**config.mk**
```make
export PLATFORM = sky130hd
export DESIGN_NAME = id_ex_stage
export DESIGN_NICKNAME = d
export VERILOG_FILES = /design/src/rtl/riscv_pkg.sv /design/src/rtl/imm_gen.sv /design/src/rtl/id_ex_stage.sv
export SDC_FILE = /design/constraint.sdc
export NUM_CORES = 1
export LEC_CHECK = 0
export CAP_MARGIN = 25
export CORE_MARGIN = 1
export CORE_UTILIZATION = 31
export CTS_CLUSTER_SIZE = 14
export DETAILED_ROUTE_END_ITERATION = 8
export SETUP_SLACK_MARGIN = 0.4
export SKIP_LAST_GASP = 1
export SLEW_MARGIN = 20
export SYNTH_ARGS = -nofsm -noshare
export SYNTH_HDL_FRONTEND = slang
export SYNTH_SLANG_ARGS = --single-unit
```
**constraint.sdc**
```tcl
create_clock -name clk -period 4.2 [get_ports clk]
set_clock_uncertainty 0.05 [all_clocks]
set_input_delay 0.63 -clock clk [delete_from_list [all_inputs] [get_ports clk]]
set_output_delay 0.63 -clock clk [all_outputs]
set_load 0.1 [all_outputs]
```
**src/rtl/riscv_pkg.sv**
```systemverilog
// riscv_pkg: opcodes, ALU operation codes, immediate formats and decoded control bundle.
package riscv_pkg;

    localparam logic [6:0] OP     = 7'b0110011;
    localparam logic [6:0] OP_IMM = 7'b0010011;
    localparam logic [6:0] LOAD   = 7'b0000011;
    localparam logic [6:0] STORE  = 7'b0100011;
    localparam logic [6:0] BRANCH = 7'b1100011;
    localparam logic [6:0] JAL    = 7'b1101111;
    localparam logic [6:0] JALR   = 7'b1100111;
    localparam logic [6:0] LUI    = 7'b0110111;
    localparam logic [6:0] AUIPC  = 7'b0010111;

    // M-extension codes are 16 + funct3 so they can be formed directly from the encoding
    typedef enum logic [4:0] {
        ALU_ADD    = 5'd0,
        ALU_SUB    = 5'd1,
        ALU_SLL    = 5'd2,
        ALU_SLT    = 5'd3,
        ALU_SLTU   = 5'd4,
        ALU_XOR    = 5'd5,
        ALU_SRL    = 5'd6,
        ALU_SRA    = 5'd7,
        ALU_OR     = 5'd8,
        ALU_AND    = 5'd9,
        ALU_PASS_B = 5'd10,
        ALU_MUL    = 5'd16,
        ALU_MULH   = 5'd17,
        ALU_MULHSU = 5'd18,
        ALU_MULHU  = 5'd19,
        ALU_DIV    = 5'd20,
        ALU_DIVU   = 5'd21,
        ALU_REM    = 5'd22,
        ALU_REMU   = 5'd23
    } alu_op_e;

    typedef enum logic [2:0] {IMM_I, IMM_S, IMM_B, IMM_U, IMM_J, IMM_R} imm_type_e;

    typedef struct packed {
        alu_op_e alu_op;
        logic    alu_src_imm;
        logic    alu_src_pc;
        logic    mem_read;
        logic    mem_write;
        logic    reg_write;
        logic    branch;
        logic    jump;
        logic    illegal;
    } ctrl_t;

endpackage

```
**src/rtl/imm_gen.sv**
```systemverilog
// imm_gen: builds the sign-extended immediate for each RV32I instruction format.
module imm_gen
    import riscv_pkg::*;
#(
    parameter int XLEN = 32
) (
    input  logic [31:0]     instr,
    input  imm_type_e       imm_type,
    output logic [XLEN-1:0] imm
);

    logic [31:0] imm32;

    always_comb begin
        case (imm_type)
            IMM_I:   imm32 = {{20{instr[31]}}, instr[31:20]};
            IMM_S:   imm32 = {{20{instr[31]}}, instr[31:25], instr[11:7]};
            IMM_B:   imm32 = {{19{instr[31]}}, instr[31], instr[7], instr[30:25], instr[11:8], 1'b0};
            IMM_U:   imm32 = {instr[31:12], 12'b0};
            IMM_J:   imm32 = {{11{instr[31]}}, instr[31], instr[19:12], instr[20], instr[30:21], 1'b0};
            default: imm32 = 32'b0;
        endcase
    end

    assign imm = XLEN'($signed(imm32));

endmodule

```
**src/rtl/id_ex_stage.sv**
```systemverilog
// id_ex_stage: RV32I decode plus ID/EX register with load-use bubble, back-pressure and flush.
// Define DECODE_MULDIV_EN to decode the M-extension OP encodings instead of flagging them illegal.
module id_ex_stage
    import riscv_pkg::*;
#(
    parameter int              XLEN     = 32,
    parameter logic [XLEN-1:0] RESET_PC = '0
) (
    input  logic            clk,
    input  logic            rst_n,
    input  logic            i_valid,
    output logic            o_ready,
    input  logic [XLEN-1:0] i_pc,
    input  logic [31:0]     i_instr,
    output logic [4:0]      o_rs1_addr,
    output logic [4:0]      o_rs2_addr,
    input  logic [XLEN-1:0] i_rs1_data,
    input  logic [XLEN-1:0] i_rs2_data,
    input  logic            i_flush,
    input  logic            i_ex_ready,
    output logic            o_valid,
    output logic [XLEN-1:0] o_pc,
    output logic [XLEN-1:0] o_rs1_val,
    output logic [XLEN-1:0] o_rs2_val,
    output logic [XLEN-1:0] o_imm,
    output logic [4:0]      o_rd_addr,
    output logic [2:0]      o_funct3,
    output logic [4:0]      o_alu_op,
    output logic            o_alu_src_imm,
    output logic            o_alu_src_pc,
    output logic            o_mem_read,
    output logic            o_mem_write,
    output logic            o_reg_write,
    output logic            o_branch,
    output logic            o_jump,
    output logic            o_illegal
);

    logic [6:0]      opcode;
    logic [2:0]      f3;
    logic [6:0]      f7;
    logic [4:0]      rd;
    logic            uses_rs1, uses_rs2, hazard, advance;
    alu_op_e         arith_op;
    imm_type_e       imm_type;
    ctrl_t           ctrl, ctrl_q;
    logic [XLEN-1:0] imm;

    assign opcode     = i_instr[6:0];
    assign rd         = i_instr[11:7];
    assign f3         = i_instr[14:12];
    assign f7         = i_instr[31:25];
    assign o_rs1_addr = i_instr[19:15];
    assign o_rs2_addr = i_instr[24:20];

    always_comb begin
        case (f3)
            3'b000:  arith_op = (opcode == OP && f7[5]) ? ALU_SUB : ALU_ADD;
            3'b001:  arith_op = ALU_SLL;
            3'b010:  arith_op = ALU_SLT;
            3'b011:  arith_op = ALU_SLTU;
            3'b100:  arith_op = ALU_XOR;
            3'b101:  arith_op = f7[5] ? ALU_SRA : ALU_SRL;
            3'b110:  arith_op = ALU_OR;
            default: arith_op = ALU_AND;
        endcase
    end

    always_comb begin
        ctrl     = '0;
        ctrl.alu_op = ALU_ADD;
        imm_type = IMM_R;
        uses_rs1 = 1'b0;
        uses_rs2 = 1'b0;
        case (opcode)
            LUI: begin
                imm_type = IMM_U;
                ctrl.alu_op = ALU_PASS_B;
                ctrl.alu_src_imm = 1'b1;
                ctrl.reg_write = 1'b1;
            end
            AUIPC, JAL: begin
                imm_type = (opcode == JAL) ? IMM_J : IMM_U;
                ctrl.alu_src_imm = 1'b1;
                ctrl.alu_src_pc = 1'b1;
                ctrl.reg_write = 1'b1;
                ctrl.jump = (opcode == JAL);
            end
            JALR: begin
                imm_type = IMM_I;
                uses_rs1 = 1'b1;
                ctrl.alu_src_imm = 1'b1;
                ctrl.reg_write = 1'b1;
                ctrl.jump = 1'b1;
                ctrl.illegal = (f3 != 3'b000);
            end
            BRANCH: begin
                imm_type = IMM_B;
                uses_rs1 = 1'b1;
                uses_rs2 = 1'b1;
                ctrl.alu_op = ALU_SUB;
                ctrl.branch = 1'b1;
                ctrl.illegal = (f3[2:1] == 2'b01);
            end
            LOAD: begin
                imm_type = IMM_I;
                uses_rs1 = 1'b1;
                ctrl.alu_src_imm = 1'b1;
                ctrl.mem_read = 1'b1;
                ctrl.reg_write = 1'b1;
                ctrl.illegal = (f3 == 3'b011) || (f3[2:1] == 2'b11);
            end
            STORE: begin
                imm_type = IMM_S;
                uses_rs1 = 1'b1;
                uses_rs2 = 1'b1;
                ctrl.alu_src_imm = 1'b1;
                ctrl.mem_write = 1'b1;
                ctrl.illegal = f3[2] || (f3[1:0] == 2'b11);
            end
            OP_IMM: begin
                imm_type = IMM_I;
                uses_rs1 = 1'b1;
                ctrl.alu_op = arith_op;
                ctrl.alu_src_imm = 1'b1;
                ctrl.reg_write = 1'b1;
                ctrl.illegal = (f3 == 3'b001 && f7 != 7'b0) ||
                               (f3 == 3'b101 && f7 != 7'b0 && f7 != 7'b0100000);
            end
            OP: begin
                uses_rs1 = 1'b1;
                uses_rs2 = 1'b1;
                ctrl.alu_op = arith_op;
                ctrl.reg_write = 1'b1;
                ctrl.illegal = !(f7 == 7'b0 ||
                                 (f7 == 7'b0100000 && (f3 == 3'b000 || f3 == 3'b101)));
`ifdef DECODE_MULDIV_EN
                if (f7 == 7'b0000001) begin
                    ctrl.alu_op = alu_op_e'({2'b10, f3});
                    ctrl.illegal = 1'b0;
                end
`endif
            end
            default: ctrl.illegal = 1'b1;
        endcase
        // Illegal instructions travel down the pipe but must have no side effects
        if (ctrl.illegal) begin
            ctrl.reg_write = 1'b0;
            ctrl.mem_read  = 1'b0;
            ctrl.mem_write = 1'b0;
            ctrl.branch    = 1'b0;
            ctrl.jump      = 1'b0;
        end
        if (rd == 5'd0) ctrl.reg_write = 1'b0;
    end

    imm_gen #(.XLEN(XLEN)) u_imm_gen (
        .instr    (i_instr),
        .imm_type (imm_type),
        .imm      (imm)
    );

    assign advance = !o_valid || i_ex_ready;
    assign hazard  = o_valid && ctrl_q.mem_read && o_rd_addr != 5'd0 && i_valid &&
                     ((o_rd_addr == o_rs1_addr && uses_rs1) || (o_rd_addr == o_rs2_addr && uses_rs2));
    // A flushed instruction is consumed (and discarded) so IF can move to the new target
    assign o_ready = i_flush || (advance && !hazard);

    always_ff @(posedge clk or negedge rst_n) begin
        if (!rst_n) begin
            o_valid   <= 1'b0;
            o_pc      <= RESET_PC;
            o_rs1_val <= '0;
            o_rs2_val <= '0;
            o_imm     <= '0;
            o_rd_addr <= '0;
            o_funct3  <= '0;
            ctrl_q    <= '0;
        end else if (i_flush) begin
            o_valid <= 1'b0;
        end else if (advance) begin
            if (hazard) begin
                o_valid <= 1'b0;
                ctrl_q  <= '0;
            end else if (i_valid) begin
                o_valid   <= 1'b1;
                o_pc      <= i_pc;
                o_rs1_val <= i_rs1_data;
                o_rs2_val <= i_rs2_data;
                o_imm     <= imm;
                o_rd_addr <= rd;
                o_funct3  <= f3;
                ctrl_q    <= ctrl;
            end else begin
                o_valid <= 1'b0;
            end
        end
    end

    assign o_alu_op      = ctrl_q.alu_op;
    assign o_alu_src_imm = ctrl_q.alu_src_imm;
    assign o_alu_src_pc  = ctrl_q.alu_src_pc;
    assign o_mem_read    = ctrl_q.mem_read;
    assign o_mem_write   = ctrl_q.mem_write;
    assign o_reg_write   = ctrl_q.reg_write;
    assign o_branch      = ctrl_q.branch;
    assign o_jump        = ctrl_q.jump;
    assign o_illegal     = ctrl_q.illegal;

endmodule
```
==> reports/results.txt, run 1 <==
status: completed
non-filler instance count after layout: 1,073
first-pass GRT wire length: 30.8 mm
die footprint: 21,900 um2
vias after detailed routing: 5,154
CTS max path bufs: 2
Nets: 923
die span in y: 148 um
Slew HR: 0.305
Core Util, Final: 0.500
ys async rst share: 1.00
Final Cell Area: 10,300 um2
reg-to-reg startpoint: o_rd_addr[1]$_DFFE_PN0P_
setup ws final: 0.653 ns
ant diodes: 0
Hold Crit Class: in2async
Remaining Overflow, GRT: 0
CTS root buf: clkbuf_16
Pins Over Slew Limit: 0
cts hold-fix bufs: 0
Avg Synthesized Cell Area: 13.0 um2
ratio of cells with drive above 1 in the final layout: 0.214
Avg Vias per Cell: 4.80
Post-CTS Setup Inserts: 0
Lkg Pwr: 4.21 nW
row count: 52
max cap viols: 0
fin crit share: 0.844
worst r2r dst: o_pc[9]$_DFFE_PN0P_
setup violation total in the final timing report: 0
top_reg_cell synth: dfrtp_1
first-pass detailed-route iteration total: 4
Comb power frac: 0.427
Reg2Reg Depth: 6
min Tclk post-route: 3.55 ns
critical path launch point type: primary input
RePlAce Congestion: 0.813
Clk pwr share: 0.261
clock-pin slew of the registers on the worst-case setup and hold paths: 0.07 ns
accumulated negative setup slack: 0 ns
DR WL/cell: 18.3 um
Synth cell types: 52
switching power: 2.52 mW
Synth Instances: 507
# placed instances: 1,041
vias in the first global route: 5,476
initial antenna violation count: 0
DRC: 0
Layout area overhead: 55.8%
most frequent cells in the layout: 280 x clkdlybuf4s50_1, 149 x dfrtp_1, 96 x mux2_2, 29 x a21oi_1, 23 x inv_1
final wirelength: 19.6 mm
WS Path Type: in2out
clock sinks: 149
most common cell after layout, fill and taps aside: clkdlybuf4s50_1
Syn Nets: 640
GR Util All Layers: 0.185
CTS tree: built
placed inst area: 9710 um2
Post-CTS Resized: 0
critical path fanouts, max: 17
final number of hold-violating endpoints: 0
slack of the worst reg-to-reg path: 0.98 ns
Detailed Place HPWL: 14.5 mm
pre-CTS setup slack: 0.338 ns
number of top-level pins: 294
H-tree depth: 4
1st-iter DRT viols: 258
Worst Setup End Kind: primary output
Fmax achieved: 282 MHz
Final ANT Viol Nets: 0
Power Density: 542 nW/um2
Crit path required time: 3.52 ns
largest net degree at the start of global routing: 92
Arrival @ worst endpoint: 2.87 ns
Worst Tran Pin Value: 1.04 ns
I/O Buffers: 292
core area: 20,600 um2
Die X: 148 um
Syn Std Cell Area: 6600 um2
sequential area share after synthesis: 0.565
Syn. warnings: 0
initial core utilization: 0.321
switching part of the total: 0.452
clk_lat worst skew: 0.41 ns
register share of total power: 0.312
CTS buffer count: 17
Peak VDD IR: 0.328 mV
RSZ-0062 raised after global routing: false
EDFF count, synth: 0
post-synthesis register bit count: 149
internal power: 3.05 mW
==> routing by layer <==
| layer | GRT usage | vias to the layer above | routed length [um] |
|---|---|---|---|
| li1 | - | 2371 | - |
| met1 | 0.226 | 2544 | 7850 |
| met2 | 0.300 | 224 | 9590 |
| met3 | 0.0716 | 15 | 1880 |
| met4 | 0.0613 | 0 | 263 |
| met5 | 0 | - | 0 |
==> cell usage after synthesis (all sizes together), types with 2 or more instances <==
cell type / count / area (um2)
a21oi: 30 / 161
nand2: 16 / 60.1
nand2b: 3 / 18.8
nor2b: 6 / 37.5
and2: 2 / 12.5
mux2: 111 / 1310
and3: 3 / 18.8
nor3b: 2 / 15.0
nand3b: 4 / 42.5
a32o: 2 / 20.0
buf: 28 / 190
nor4: 4 / 25.0
inv: 23 / 86.3
o31ai: 8 / 60.1
nor3: 3 / 20.0
nor2: 13 / 56.3
clkbuf: 12 / 45.0
dfrtp: 149 / 3730
nand4: 2 / 12.5
a31oi: 2 / 12.5
xor2: 6 / 52.6
a22o: 14 / 123
nand3: 4 / 20.0
xnor2: 5 / 43.8
mux2i: 19 / 190
or3: 2 / 12.5
o21ai: 16 / 80.1
or4: 3 / 22.5
==> state kept, by name, indices dropped and copies added (netlist names) <==
register       cells
o_mem_write        1
o_rd_addr          5
o_rs1_val         32
o_jump             1
o_illegal          1
o_valid            1
o_reg_write        1
o_rs2_val         32
o_imm             32
o_branch           1
o_pc              32
o_mem_read         1
o_alu_op           4
o_funct3           3
o_alu_src_imm      1
o_alu_src_pc       1
==> power by group through the flow <==
stage / clock [mW] / sequential [mW] / combinational [mW]
finish: 1.45 / 1.74 / 2.38
floorplan: 0 / 3.15 / 0.341
detailed placement: 0 / 1.77 / 2.39
CTS: 1.51 / 1.74 / 2.39
global placement: 0 / 1.76 / 2.37
global route: 1.58 / 1.77 / 2.44
==> worst max-delay path, stage by stage <==
cell,delay (ns)
clkdlybuf4s50_1,0.82
nand3b_1,0.26
o21ai_0,0.16
nand4_1,0.19
a21oi_4,0.46
o21bai_2,0.08
buf_4,0.24
==> logic make-up (layout without fill, tap and decap cells) <==
logic type | count (synthesis) | count (layout) | synth area share
AO/OA/AOI/OAI | 84 | 84 | 0.0846
AND/OR/NAND/NOR | 69 | 69 | 0.0594
flip-flops | 149 | 149 | 0.565
buffers and inverters | 63 | 359 | 0.0487
XOR/XNOR | 11 | 11 | 0.0146
other | 1 | 1 | 0.000568
multiplexers | 130 | 130 | 0.227
==> through the flow <==
step / hold WS, ns / total power, mW
finish: 0.249 / 5.57
global route: 0.311 / 5.79
CTS: 0.270 / 5.65
detailed placement: 0.431 / 4.15
global placement: 0.426 / 4.13
floorplan: 0.284 / 3.49
==> worst max-delay path by stage <==
stage | from | to | depth (start not counted)
6_report | i_instr[6] | o_ready | 7
5_1_grt | i_instr[3] | o_ready | 7
4_1_cts | i_instr[3] | o_ready | 7
3_5_place_dp | i_instr[6] | o_pc[10]$_DFFE_PN0P_ | 8
3_3_place_gp | i_instr[6] | o_funct3[2]$_DFFE_PN0P_ | 8
2_1_floorplan | o_rd_addr[1]$_DFFE_PN0P_ | o_ready | 5
==> layout make-up <==
type                       count  area [um2]
inverter                      23        86.3
clock inverter                13         113
multi-input combinational    295        2550
sequential                   149        3730
timing repair buffer         304        3010
tap                          270         338
clock buffer                  19         453
fill                        1870       10300
Power figures use the tool's default switching activity.
==> run 2, diff against run 1 <==
==> constraint.sdc (replaced) <==
create_clock -name clk -period 3.45 [get_ports clk]
set_clock_uncertainty 0.05 [all_clocks]
set_input_delay 0.5175 -clock clk [delete_from_list [all_inputs] [get_ports clk]]
set_output_delay 0.5175 -clock clk [all_outputs]
set_load 0.1 [all_outputs]
==> reports/results.txt, run 2 (synthesis gave the netlist of run 1 again) <==
status: completed
non-filler instance count after layout: 1,073
GR Util All Layers: 0.181
Final ANT Viol Nets: 0
Die X: 148 um
Final Power: 6.86 mW
final wirelength: 19.2 mm
setup violation total in the final timing report: 0
Avg Vias per Cell: 4.80
ratio of cells with drive above 1 in the final layout: 0.228
Detailed Place HPWL: 14.2 mm
cts hold-fix bufs: 0
Core Util, Final: 0.502
DR WL/cell: 17.9 um
placed inst area: 9720 um2
H-tree depth: 4
Crit path required time: 2.88 ns
first-pass detailed-route iteration total: 6
number of top-level pins: 294
accumulated negative setup slack: 0 ns
WS Path Type: in2out
Clk pwr share: 0.270
die span in y: 148 um
fin crit share: 0.832
die footprint: 21,900 um2
DRC: 0
Layout area overhead: 56.4%
critical path launch point type: primary input
row count: 52
CTS root buf: clkbuf_16
CP cell instances: clkdlybuf4s50_1 > nand3b_1 > o21ai_0 > nand4_1 > a21oi_4 > o21bai_4 > buf_12
Worst Setup End Kind: primary output
final number of hold-violating endpoints: 0
1st-iter DRT viols: 196
largest net degree at the start of global routing: 80
RSZ-0062 raised after global routing: false
min Tclk post-route: 2.87 ns
Power Density: 666 nW/um2
RePlAce Congestion: 0.909
clk_lat worst skew: 0.42 ns
CTS tree: built
Comb power frac: 0.421
core area: 20,600 um2
Crit-path slowest cell: clkdlybuf4s50_1
switching power: 3.05 mW
CTS max path bufs: 2
clock-pin slew of the registers on the worst-case setup and hold paths: 0.06 ns
most frequent cells in the layout: 267 x clkdlybuf4s50_1, 146 x dfrtp_1, 96 x mux2_2, 29 x a21oi_1, 29 x buf_4
internal power: 3.81 mW
Pins Over Slew Limit: 0
vias after detailed routing: 5,152
vias in the first global route: 5,479
Slew HR: 0.293
CTS buffer count: 17
ant diodes: 0
Nets: 923
initial antenna violation count: 0
Remaining Overflow, GRT: 0
crit-path max cell delay: 0.73 ns
most common cell after layout, fill and taps aside: clkdlybuf4s50_1
Hold Crit Class: in2async
first-pass GRT wire length: 30.4 mm
Peak VDD IR: 0.412 mV
initial core utilization: 0.321
register share of total power: 0.309
# placed instances: 1,040
Final Cell Area: 10,300 um2
Fmax achieved: 348 MHz
Lkg Pwr: 4.26 nW
Arrival @ worst endpoint: 2.30 ns
max cap viols: 0
Worst Tran Pin Value: 1.06 ns
switching part of the total: 0.444
I/O Buffers: 292
clock sinks: 149
critical path fanouts, max: 10
FILL cells: 1,860
==> run 2: changes by cell type in the layout (fill, tap and decap cells not counted), moves of 3 or more <==
cell / before / now
dfrtp_2: 0 / 3
dfrtp_1: 149 / 146
clkdlybuf4s50_1: 280 / 267
dlymetal6s2s_1: 0 / 3
buf_4: 21 / 29
clkinv_4: 4 / 1
==> run 2: path summary, 6_finish.rpt <==
path	from	end	slack, ns	cells past startpoint
max in group asynchronous	rst_n	o_rs1_val[27]$_DFFE_PN0P_	2.45	2
worst min-delay path	rst_n	o_imm[17]$_DFFE_PN0P_	0.07	1
worst max register to register	o_rd_addr[1]$_DFFE_PN0P_	o_rs1_val[16]$_DFFE_PN0P_	0.70	7
worst max-delay path	i_instr[5]	o_ready	0.58	7
min in group clk	o_alu_op[0]$_DFFE_PN0P_	o_alu_op[0]$_DFFE_PN0P_	0.44	2
worst min register to register	o_alu_op[0]$_DFFE_PN0P_	o_alu_op[0]$_DFFE_PN0P_	0.44	2
==> run 2: cell type report <==
cell class	instances	area, um2	share of cell area
tap	270	338	0.0328
multi-input combinational	295	2560	0.248
timing repair buffer	304	3020	0.293
clock buffer	19	433	0.0420
inverter	23	86.3	0.00837
sequential	149	3730	0.362
clock inverter	13	148	0.0143
==> run 2: worst max-delay path, delay by kind of cell <==
family / cells / cell delay, ns
compound gates: 3 / 0.48
buf+inv: 2 / 0.90
simple gates: 2 / 0.40
==> run 2: what timing repair did <==
item	in CTS	in global routing
setup endpoints to repair	1	1
gates cloned	0	0
buffers inserted	1	0
pin swaps	1	0
resized for setup	0	3
==> run 2: layer usage <==
layer	wire length [um]	track usage
met1	7710	0.215
met2	9700	0.310
met3	1520	0.0531
met4	301	0.0649
met5	0	0
==> run 2: metrics by stage <==
stage               hold WS, ns  setup WS (ns)
floorplan                 0.172          0.429
global placement          0.440          0.346
detailed placement        0.421          0.324
CTS                      0.0991          0.435
global route              0.132          0.483
finish                   0.0660          0.580
==> run 2: power groups by stage <==
stage | Sequential, mW | Clock, mW | Combinational, mW
final | 2.12 | 1.85 | 2.89
after global routing | 2.15 | 1.98 | 2.97
after CTS | 2.13 | 1.91 | 2.91
after detailed placement | 2.15 | 0 | 2.90
after global placement | 2.15 | 0 | 2.89
after floorplan | 3.83 | 0 | 0.416
==> run 3, diff against run 2 <==
==> constraint.sdc (replaced) <==
create_clock -name clk -period 2.8 [get_ports clk]
set_clock_uncertainty 0.05 [all_clocks]
set_input_delay 0.42 -clock clk [delete_from_list [all_inputs] [get_ports clk]]
set_output_delay 0.42 -clock clk [all_outputs]
set_load 0.1 [all_outputs]
==> reports/results.txt, run 3 (synthesis gave the netlist of run 1 again) <==
status: completed
clk_lat worst skew: 0.42 ns
1st-iter DRT viols: 293
clock sinks: 149
DR WL/cell: 19.5 um
Avg Vias per Cell: 4.81
Fmax achieved: 370 MHz
Hold Crit Depth: 1
vias in the first global route: 5,885
first-pass GRT wire length: 33.6 mm
Layout area overhead: 73.7%
CTS root buf: clkbuf_16
RSZ-0062 raised after global routing: true
most frequent cells in the layout: 191 x buf_4, 144 x dfrtp_1, 130 x clkdlybuf4s50_1, 101 x mux2_4, 29 x a21oi_1
Lkg Pwr: 5.27 nW
FILL cells: 1,749
Detailed Place HPWL: 14.5 mm
Hold Crit Class: reg2reg
Peak VDD IR: 0.536 mV
CTS tree: built
Core Util, Final: 0.557
max cap viols: 0
Remaining Overflow, GRT: 0
number of top-level pins: 294
vias after detailed routing: 5,501
min Tclk post-route: 2.70 ns
core area: 20,600 um2
fin crit share: 0.964
CP bufs+invs: 2
Hold Path Origin: o_alu_src_pc$_DFFE_PN0P_
Crit path required time: 2.33 ns
Reg2Reg Depth: 11
ratio of cells with drive above 1 in the final layout: 0.459
CTS max path bufs: 2
ant diodes: 0
I/O Buffers: 292
Power Density: 763 nW/um2
worst hold path endpoint: o_alu_src_pc$_DFFE_PN0P_
final number of hold-violating endpoints: 0
Arrival @ worst endpoint: 2.23 ns
Crit-path slowest cell: or4_4
Worst Tran Pin Value: 0.578 ns
row count: 52
CP cell instances: or4_4 > o2111ai_4 > a21oi_4 > buf_12 > o21bai_4 > buf_12
RePlAce Congestion: 0.884
Final ANT Viol Nets: 0
Nets: 994
critical path launch point type: flop
Pins Over Slew Limit: 0
Worst Setup End Kind: primary output
CP dominant cell by count: buf_12
first-pass detailed-route iteration total: 4
accumulated negative setup slack: 0 ns
DRC: 0
GR Util All Layers: 0.204
initial antenna violation count: 0
worst r2r dst: o_rs1_val[28]$_DFFE_PN0P_
largest net degree at the start of global routing: 62
clock-pin slew of the registers on the worst-case setup and hold paths: 0.07 ns
reg-to-reg startpoint: o_rd_addr[2]$_DFFE_PN0P_
CTS buffer count: 17
Hold Slack: 0.456 ns
Slew HR: 0.615
die span in y: 148 um
WS Path Type: reg2out
setup violation total in the final timing report: 0
crit-path max cell delay: 0.56 ns
final wirelength: 22.3 mm
Die X: 148 um
Top delay family on crit path: simple AND/OR/NAND/NOR gates
slack of the worst reg-to-reg path: 0.13 ns
initial core utilization: 0.321
H-tree depth: 4
multi-input combinational cell area: 2930 um2
die footprint: 21,900 um2
Seq. cell area: 3740 um2
most common cell after layout, fill and taps aside: buf_4
critical path fanouts, max: 4
[run 3: report_power, final]
| group | switching, mW | internal (mW) |
|---|---|---|
| sequential | 0.191 | 2.44 |
| clock | 1.07 | 1.19 |
| combinational | 2.73 | 1.13 |
[run 3: metal layers]
layer	vias to the layer above	part of all wire	GRT usage
li1	2503	-	-
met1	2743	0.41	0.250
met2	227	0.50	0.347
met3	28	0.067	0.0515
met4	0	0.018	0.0706
met5	-	0	0
[run 3: stage by stage]
| step | setup WS (ns) | power (mW) | instances | cell area, um2 |
|---|---|---|---|---|
| finish | 0.101 | 8.75 | 1144 | 11500 |
| global route | 0.0335 | 9.03 | 1144 | 11500 |
| CTS | 0.0635 | 8.65 | 1142 | 11100 |
| detailed placement | 0.0427 | 6.16 | 1061 | 9570 |
| global placement | 0.0567 | 6.13 | 1061 | 9570 |
| floorplan | 0.142 | 5.25 | 507 | 6660 |
[run 3: how the worst max path moves through the flow]
stage	from	to	cells past startpoint
floorplan	o_rd_addr[2]$_DFFE_PN0P_	o_ready	5
global placement	i_instr[22]	o_ready	9
detailed placement	i_instr[0]	o_rs1_val[10]$_DFFE_PN0P_	8
CTS	o_rd_addr[1]$_DFFE_PN0P_	o_ready	6
global route	o_rd_addr[2]$_DFFE_PN0P_	o_ready	6
finish	o_rd_addr[2]$_DFFE_PN0P_	o_ready	6
[run 3: repair_timing]
action | CTS | global route
buffers inserted | 32 | 2
gates resized for setup | 45 | 97
cloned | 16 | 0
endpoints found under the hold margin | 57 | 0
pin swaps | 4 | 8
endpoints found under the setup margin | 113 | 136
hold buffers | 1 | 0
[run 3: final cells by class]
class,count,area share
repair buffers,375,0.330
flip-flops and latches,149,0.326
multi-input cells,295,0.256
clock buffers,17,0.0371
well taps,270,0.0295
clock inverters,15,0.0139
inverters,23,0.00754
